## config.mk

```make
export PLATFORM = sky130hd
export DESIGN_NAME = wolfram_ca_sequencer_flat
export DESIGN_NICKNAME = d
export VERILOG_FILES = /design/src/rtl/wolfram_ca_sequencer_if.sv /design/src/rtl/wolfram_ca_sequencer.sv /design/src/flat_wrapper.sv
export SDC_FILE = /design/constraint.sdc
export NUM_CORES = 1
export LEC_CHECK = 0
export ABC_AREA = 1
export CAP_MARGIN = 5
export CORE_ASPECT_RATIO = 1.25
export CORE_MARGIN = 8
export CORE_UTILIZATION = 40
export DETAILED_ROUTE_END_ITERATION = 12
export GPL_TIMING_DRIVEN = 0
export HOLD_SLACK_MARGIN = 0.08
export SYNTH_ARGS = -nofsm -noshare
export SYNTH_HDL_FRONTEND = slang
export SYNTH_SLANG_ARGS = --single-unit
```

## constraint.sdc

```tcl
create_clock -name clk -period 2.1 [get_ports clk]
set_input_delay 0.21 -clock clk [delete_from_list [all_inputs] [get_ports clk]]
set_output_delay 0.21 -clock clk [all_outputs]
set_load 0.1 [all_outputs]
```

## src/rtl/wolfram_ca_sequencer_if.sv

```systemverilog
// rtl/wolfram_ca_sequencer_if.sv - load and row-output handshake bundle for wolfram_ca_sequencer
interface wolfram_ca_sequencer_if #(
    parameter int WIDTH = 16
);
    logic             load_valid;
    logic             load_ready;
    logic [WIDTH-1:0] load_row;
    logic             row_valid;
    logic             row_ready;
    logic [WIDTH-1:0] row_out;

    modport master (
        output load_valid, load_row, row_ready,
        input  load_ready, row_valid, row_out
    );

    modport slave (
        input  load_valid, load_row, row_ready,
        output load_ready, row_valid, row_out
    );
endinterface

```

## src/rtl/wolfram_ca_sequencer.sv

```systemverilog
// rtl/wolfram_ca_sequencer.sv - elementary CA generation sequencer, one cell per clock; WOLFRAM_CA_WRAP_EN selects wrapped row edges
module wolfram_ca_sequencer #(
    parameter int         WIDTH        = 16,
    parameter int         GEN_W        = 8,
    parameter logic [7:0] RULE_DEFAULT = 8'h5D
) (
    input  logic             clk,
    input  logic             rst,
    input  logic             cfg_we,
    input  logic [7:0]       cfg_rule,
    output logic [7:0]       rule,
    input  logic             start,
    input  logic [GEN_W-1:0] gens,
    output logic             busy,
    output logic             done,
    wolfram_ca_sequencer_if.slave bus
);
    localparam int IW = $clog2(WIDTH);
    localparam int XW = $clog2(WIDTH + 2);

    typedef enum logic [1:0] {IDLE, RUN, EMIT, FIN} state_t;

    state_t           state;
    logic [WIDTH-1:0] cur_row;
    logic [WIDTH-1:0] next_buf;
    logic [WIDTH-1:0] row_out_q;
    logic [IW-1:0]    idx;
    logic [GEN_W-1:0] remaining;
    logic [7:0]       rule_q;
    logic             row_valid_q;
    logic             done_q;
    logic             busy_q;
    logic             load_ready_q;

    logic             lbound;
    logic             rbound;
    logic [WIDTH+1:0] ext;
    logic [XW-1:0]    xi;
    logic [2:0]       nbhd;
    logic [WIDTH-1:0] next_full;

    // ext is the current row padded with its edge neighbours, so cell i sees {L,C,R} = ext[i+2:i]
    always_comb begin
`ifdef WOLFRAM_CA_WRAP_EN
        lbound = cur_row[0];
        rbound = cur_row[WIDTH-1];
`else
        lbound = 1'b0;
        rbound = 1'b0;
`endif
        ext            = {lbound, cur_row, rbound};
        xi             = XW'(idx);
        nbhd           = ext[xi +: 3];
        next_full      = next_buf;
        next_full[idx] = rule_q[nbhd];
    end

    always_ff @(posedge clk) begin
        if (rst) begin
            state        <= IDLE;
            cur_row      <= '0;
            next_buf     <= '0;
            row_out_q    <= '0;
            idx          <= '0;
            remaining    <= '0;
            rule_q       <= RULE_DEFAULT;
            row_valid_q  <= 1'b0;
            done_q       <= 1'b0;
            busy_q       <= 1'b0;
            load_ready_q <= 1'b1;
        end else begin
            case (state)
                IDLE: begin
                    if (bus.load_valid && load_ready_q) begin
                        cur_row <= bus.load_row;
                    end
                    if (cfg_we) begin
                        rule_q <= cfg_rule;
                    end
                    if (start) begin
                        busy_q       <= 1'b1;
                        load_ready_q <= 1'b0;
                        if (gens != '0) begin
                            remaining <= gens;
                            idx       <= '0;
                            state     <= RUN;
                        end else begin
                            done_q <= 1'b1;
                            state  <= FIN;
                        end
                    end
                end
                RUN: begin
                    next_buf <= next_full;
                    if (idx == IW'(WIDTH - 1)) begin
                        cur_row     <= next_full;
                        row_out_q   <= next_full;
                        row_valid_q <= 1'b1;
                        state       <= EMIT;
                    end else begin
                        idx <= idx + 1'b1;
                    end
                end
                EMIT: begin
                    if (bus.row_ready) begin
                        row_valid_q <= 1'b0;
                        remaining   <= remaining - 1'b1;
                        if (remaining == GEN_W'(1)) begin
                            done_q <= 1'b1;
                            state  <= FIN;
                        end else begin
                            idx   <= '0;
                            state <= RUN;
                        end
                    end
                end
                FIN: begin
                    done_q       <= 1'b0;
                    busy_q       <= 1'b0;
                    load_ready_q <= 1'b1;
                    state        <= IDLE;
                end
                default: state <= IDLE;
            endcase
        end
    end

    assign rule           = rule_q;
    assign busy           = busy_q;
    assign done           = done_q;
    assign bus.load_ready = load_ready_q;
    assign bus.row_valid  = row_valid_q;
    assign bus.row_out    = row_out_q;
endmodule

```

## src/flat_wrapper.sv

```systemverilog
// flat-port wrapper written by rule: the top's interface ports become plain ports
module wolfram_ca_sequencer_flat 
#(
    parameter int         WIDTH        = 16,
    parameter int         GEN_W        = 8,
    parameter logic [7:0] RULE_DEFAULT = 8'h5D
)
  (clk, rst, cfg_we, cfg_rule, rule, start, gens, busy, done, bus_load_valid, bus_load_row, bus_row_ready, bus_load_ready, bus_row_valid, bus_row_out);
  wolfram_ca_sequencer_if #(.WIDTH(WIDTH)) bus_i ();
  input  logic clk;
  input  logic rst;
  input  logic cfg_we;
  input  logic [7:0] cfg_rule;
  output logic [7:0] rule;
  input  logic start;
  input  logic [GEN_W-1:0] gens;
  output logic busy;
  output logic done;
  input wire logic [$bits(bus_i.load_valid)-1:0] bus_load_valid;
  input wire logic [$bits(bus_i.load_row)-1:0] bus_load_row;
  input wire logic [$bits(bus_i.row_ready)-1:0] bus_row_ready;
  output wire logic [$bits(bus_i.load_ready)-1:0] bus_load_ready;
  output wire logic [$bits(bus_i.row_valid)-1:0] bus_row_valid;
  output wire logic [$bits(bus_i.row_out)-1:0] bus_row_out;
  assign bus_i.load_valid = bus_load_valid;
  assign bus_i.load_row = bus_load_row;
  assign bus_i.row_ready = bus_row_ready;
  assign bus_load_ready = bus_i.load_ready;
  assign bus_row_valid = bus_i.row_valid;
  assign bus_row_out = bus_i.row_out;
  wolfram_ca_sequencer #(.WIDTH(WIDTH), .GEN_W(GEN_W), .RULE_DEFAULT(RULE_DEFAULT)) u_core (.clk(clk), .rst(rst), .cfg_we(cfg_we), .cfg_rule(cfg_rule), .rule(rule), .start(start), .gens(gens), .busy(busy), .done(done), .bus(bus_i));
endmodule
```

==> flow_summary.json, run 1 <==
{
  "fin_nets": 744,
  "fin_skew_ps": 8.89,
  "clk_path_buf_depth": 2,
  "seqCellArea_mm2": 0.00147,
  "synth_warnings": 0,
  "grt_max_degree": 13,
  "synth_top_area_share_pct": 34.9,
  "critPathKind": "register to register",
  "setup_viol": 0,
  "clkTransAtPathRegs_ps": 60,
  "die_area_mm2": 0.0140,
  "worstMarginPinSlew_ps": 987,
  "clock.fmax_ghz": 0.480,
  "post-synth-top-count-cell": "nand2_1",
  "synthTopCellsByCount": "nand2_1, dfxtp_1, nor2_1",
  "leakage_nw": 2.47,
  "synth_area_leaders": "dfxtp_1, nand2_1, nor2_1",
  "drtIter0Drc": 175,
  "start_util_pct": 41.2,
  "relSlewSlack_pct": 34.0,
  "peakVddDrop_mv": 0.451,
  "grt_pass1_vias": 4093,
  "ant_nets": 0,
  "seq_power_share_pct": 31.1,
  "row_count": 41,
  "async_flop_share_pct": 0,
  "crit_fanout": 8,
  "dieWidth_um": 108,
  "crit_required_ps": 2360,
  "drc_errors": 0,
  "clk_latency_ps": 330,
  "p_per_area_mw_per_mm2": 845,
  "synth_cell_types": 37,
  "ioPinCount": 66,
  "p_comb_share_pct": 34.1,
  "ctsHtreeMaxLevel": 3,
  "intPower_w": 0.00337,
  "place_ws_ps": -270,
  "cap_violations": 0,
  "clockRootBuffer": "clkbuf_16",
  "syn_inst": 605,
  "clockPowerShare_pct": 34.8,
  "wl_um": 12700,
  "worstPathArrival_ps": 2340,
  "dp_hpwl_um": 9180,
  "clock-sinks": 73,
  "total_power_w": 0.00514,
  "num_antenna_cells": 0,
  "synthFlopType": "dfxtp_1",
  "io_buffers": 65,
  "grt_pass1_wl_um": 19600,
  "setup_ws_ps": 16.1,
  "rr_worst_depth": 14,
  "grt_setup_unrepaired": "yes",
  "synth_fp_nets": 649,
  "synth-edff-count": 0,
  "min_period_over_period_pct": 99.2,
  "gp_congestion": 0.855,
  "swShare_pct": 34.4,
  "synth_area_mm2": 0.00419,
  "multiInputGateArea_mm2": 0.00277,
  "ys_seq_area_share_pct": 34.9,
  "grtUsageTotal_pct": 17.3,
  "tritoncts": "yes",
  "syn_area_per_cell_um2": 6.92,
  "routed_via_density": 5.12,
  "hold_path_class": "input pin to register",
  "drive_above_1_share_pct": 28.5,
  "synth_area_leader_cell": "dfxtp_1",
  "synth-seq-cells": 73,
  "grt_overflow": 0,
  "antenna_found_initial": 0,
  "fillers": 963,
  "status": "complete, no violations",
  "vias": 4273,
  "drtPass1Iterations": 4,
  "dieHeight_um": 130,
  "slew_violations": 0,
  "end_kind": "register",
  "wl_per_cell_um": 15.3,
  "switchingPower_w": 0.00177,
  "finalHoldViolations": 0,
  "holdPathStages": 3,
  "cts_made_buffers": 9,
  "core_mm2": 0.0102,
  "critPathLaunchType": "register",
  "syn_to_final_growth_pct": 45.3,
  "period_needed_ps": 2080
}
## cells by family (layout without fill, tap and decap cells)
family | after synthesis | in the layout | synth area share (%)
AND/OR/NAND/NOR | 344 | 344 | 40.7
AO/OA/AOI/OAI | 101 | 101 | 13.3
buffers and inverters | 81 | 181 | 9.29
flip-flops | 73 | 73 | 34.9
adder cells (fa/ha/maj) | 6 | 6 | 1.79
## cell type report
| type | instances | share of cell area [%] |
|---|---|---|
| Multi-Input combinational cell | 451 | 45.5 |
| Timing Repair inverter | 1 | 0.144 |
| Sequential cell | 73 | 24.2 |
| Clock buffer | 11 | 3.99 |
| Clock inverter | 5 | 1.69 |
| Inverter | 56 | 3.76 |
| Timing Repair Buffer | 83 | 14.9 |
| Buffer | 25 | 3.21 |
| Tap cell | 129 | 2.65 |
## layout by cell type (no fill, tap or decap), types with 5 or more instances in the layout
cell	n
buf_12	5
or2_2	16
nand3_2	26
nand2_1	126
a21oi_1	31
nor2_1	67
clkdlybuf4s50_1	59
a21oi_2	23
nand3_1	24
nand3_4	22
dlymetal6s2s_1	5
dfxtp_1	70
nand2_4	6
buf_4	10
nor3_1	5
clkbuf_16	12
ha_1	6
o21ai_0	31
clkbuf_1	11
a31oi_1	5
inv_1	45
nand2_2	37
inv_2	6
## sequential cells by signal, summed over array words and instances, names as in the netlist
register,count
u_core.cur_row,16
u_core.rule,8
u_core.bus.row_valid,1
u_core.idx,4
u_core.done,1
u_core.next_buf,15
u_core.busy,1
u_core.bus.row_out,16
u_core.remaining,8
u_core.bus.load_ready,1
u_core.state,2
## critical path, cell delays in order, from the launching register on
cell and delay (ps):
dfxtp_4 360, buf_12 150, buf_6 130, nand2_2 50, nand3_1 110, nand3_2 110, nand2_4 70, nor2_4 150
nand2_1 80, nand3_2 100, nand3b_4 160, buf_6 190, nand3_1 90, nand3_2 100, a21oi_1 150
## power by group through the flow
| stage | logic (W) | registers, W | clock network (W) |
|---|---|---|---|
| 2_1_floorplan | 0.000844 | 0.00177 | 0 |
| 3_3_place_gp | 0.00135 | 0.00161 | 0 |
| 3_5_place_dp | 0.00136 | 0.00161 | 0 |
| 4_1_cts | 0.00143 | 0.00158 | 0.00180 |
| 5_1_grt | 0.00188 | 0.00161 | 0.00187 |
| 6_report | 0.00175 | 0.00160 | 0.00179 |
## worst paths after layout
path | startpoint | slack, ps | endpoint
setup / recovery | u_core.idx[0] | 20 | u_core.next_buf[0]
hold / removal | cfg_rule[6] | 440 | u_core.rule[6]
setup reg to reg | u_core.idx[0] | 20 | u_core.next_buf[0]
hold reg to reg | u_core.done | 460 | u_core.done
## per-stage QoR
step | utilization [%] | instance area (um2) | TNS (ps) | std cells | hold slack, ps
after detailed placement | 49.2 | 5000 | -5160 | 799 | 453
after global routing | 59.9 | 6080 | -2580 | 834 | 458
final | 59.9 | 6080 | 0 | 834 | 441
after floorplan | - | 4190 | 0 | 605 | 323
after CTS | 53.9 | 5480 | 0 | 823 | 445
after global placement | 49.2 | 5000 | -4760 | 799 | 439
## layer usage
layer  routed length [um]  vias to the layer above  track usage, %
met3                  378                       13            2.55
met5                    0                        -               0
met1                 5620                     2026            21.5
met2                 6570                       72            29.8
li1                     -                     2162               -
met4                  174                        0            6.22
## what timing repair did
action,4_1_cts,5_1_grt
endpoints found under the hold margin,0,0
setup buffers,7,7
endpoints found under the setup margin,43,59
cloned,1,4
pin swaps,4,34
hold buffers,0,0
gates resized for setup,13,123
Note: power is estimated with default switching activity, not from simulation.
==> run 2, diff against run 1 <==
Settings changed: CTS_CLUSTER_DIAMETER from default to 120.
==> results of run 2 <==
Same layout as run 1: the final DEF is identical, and so are final timing and power.
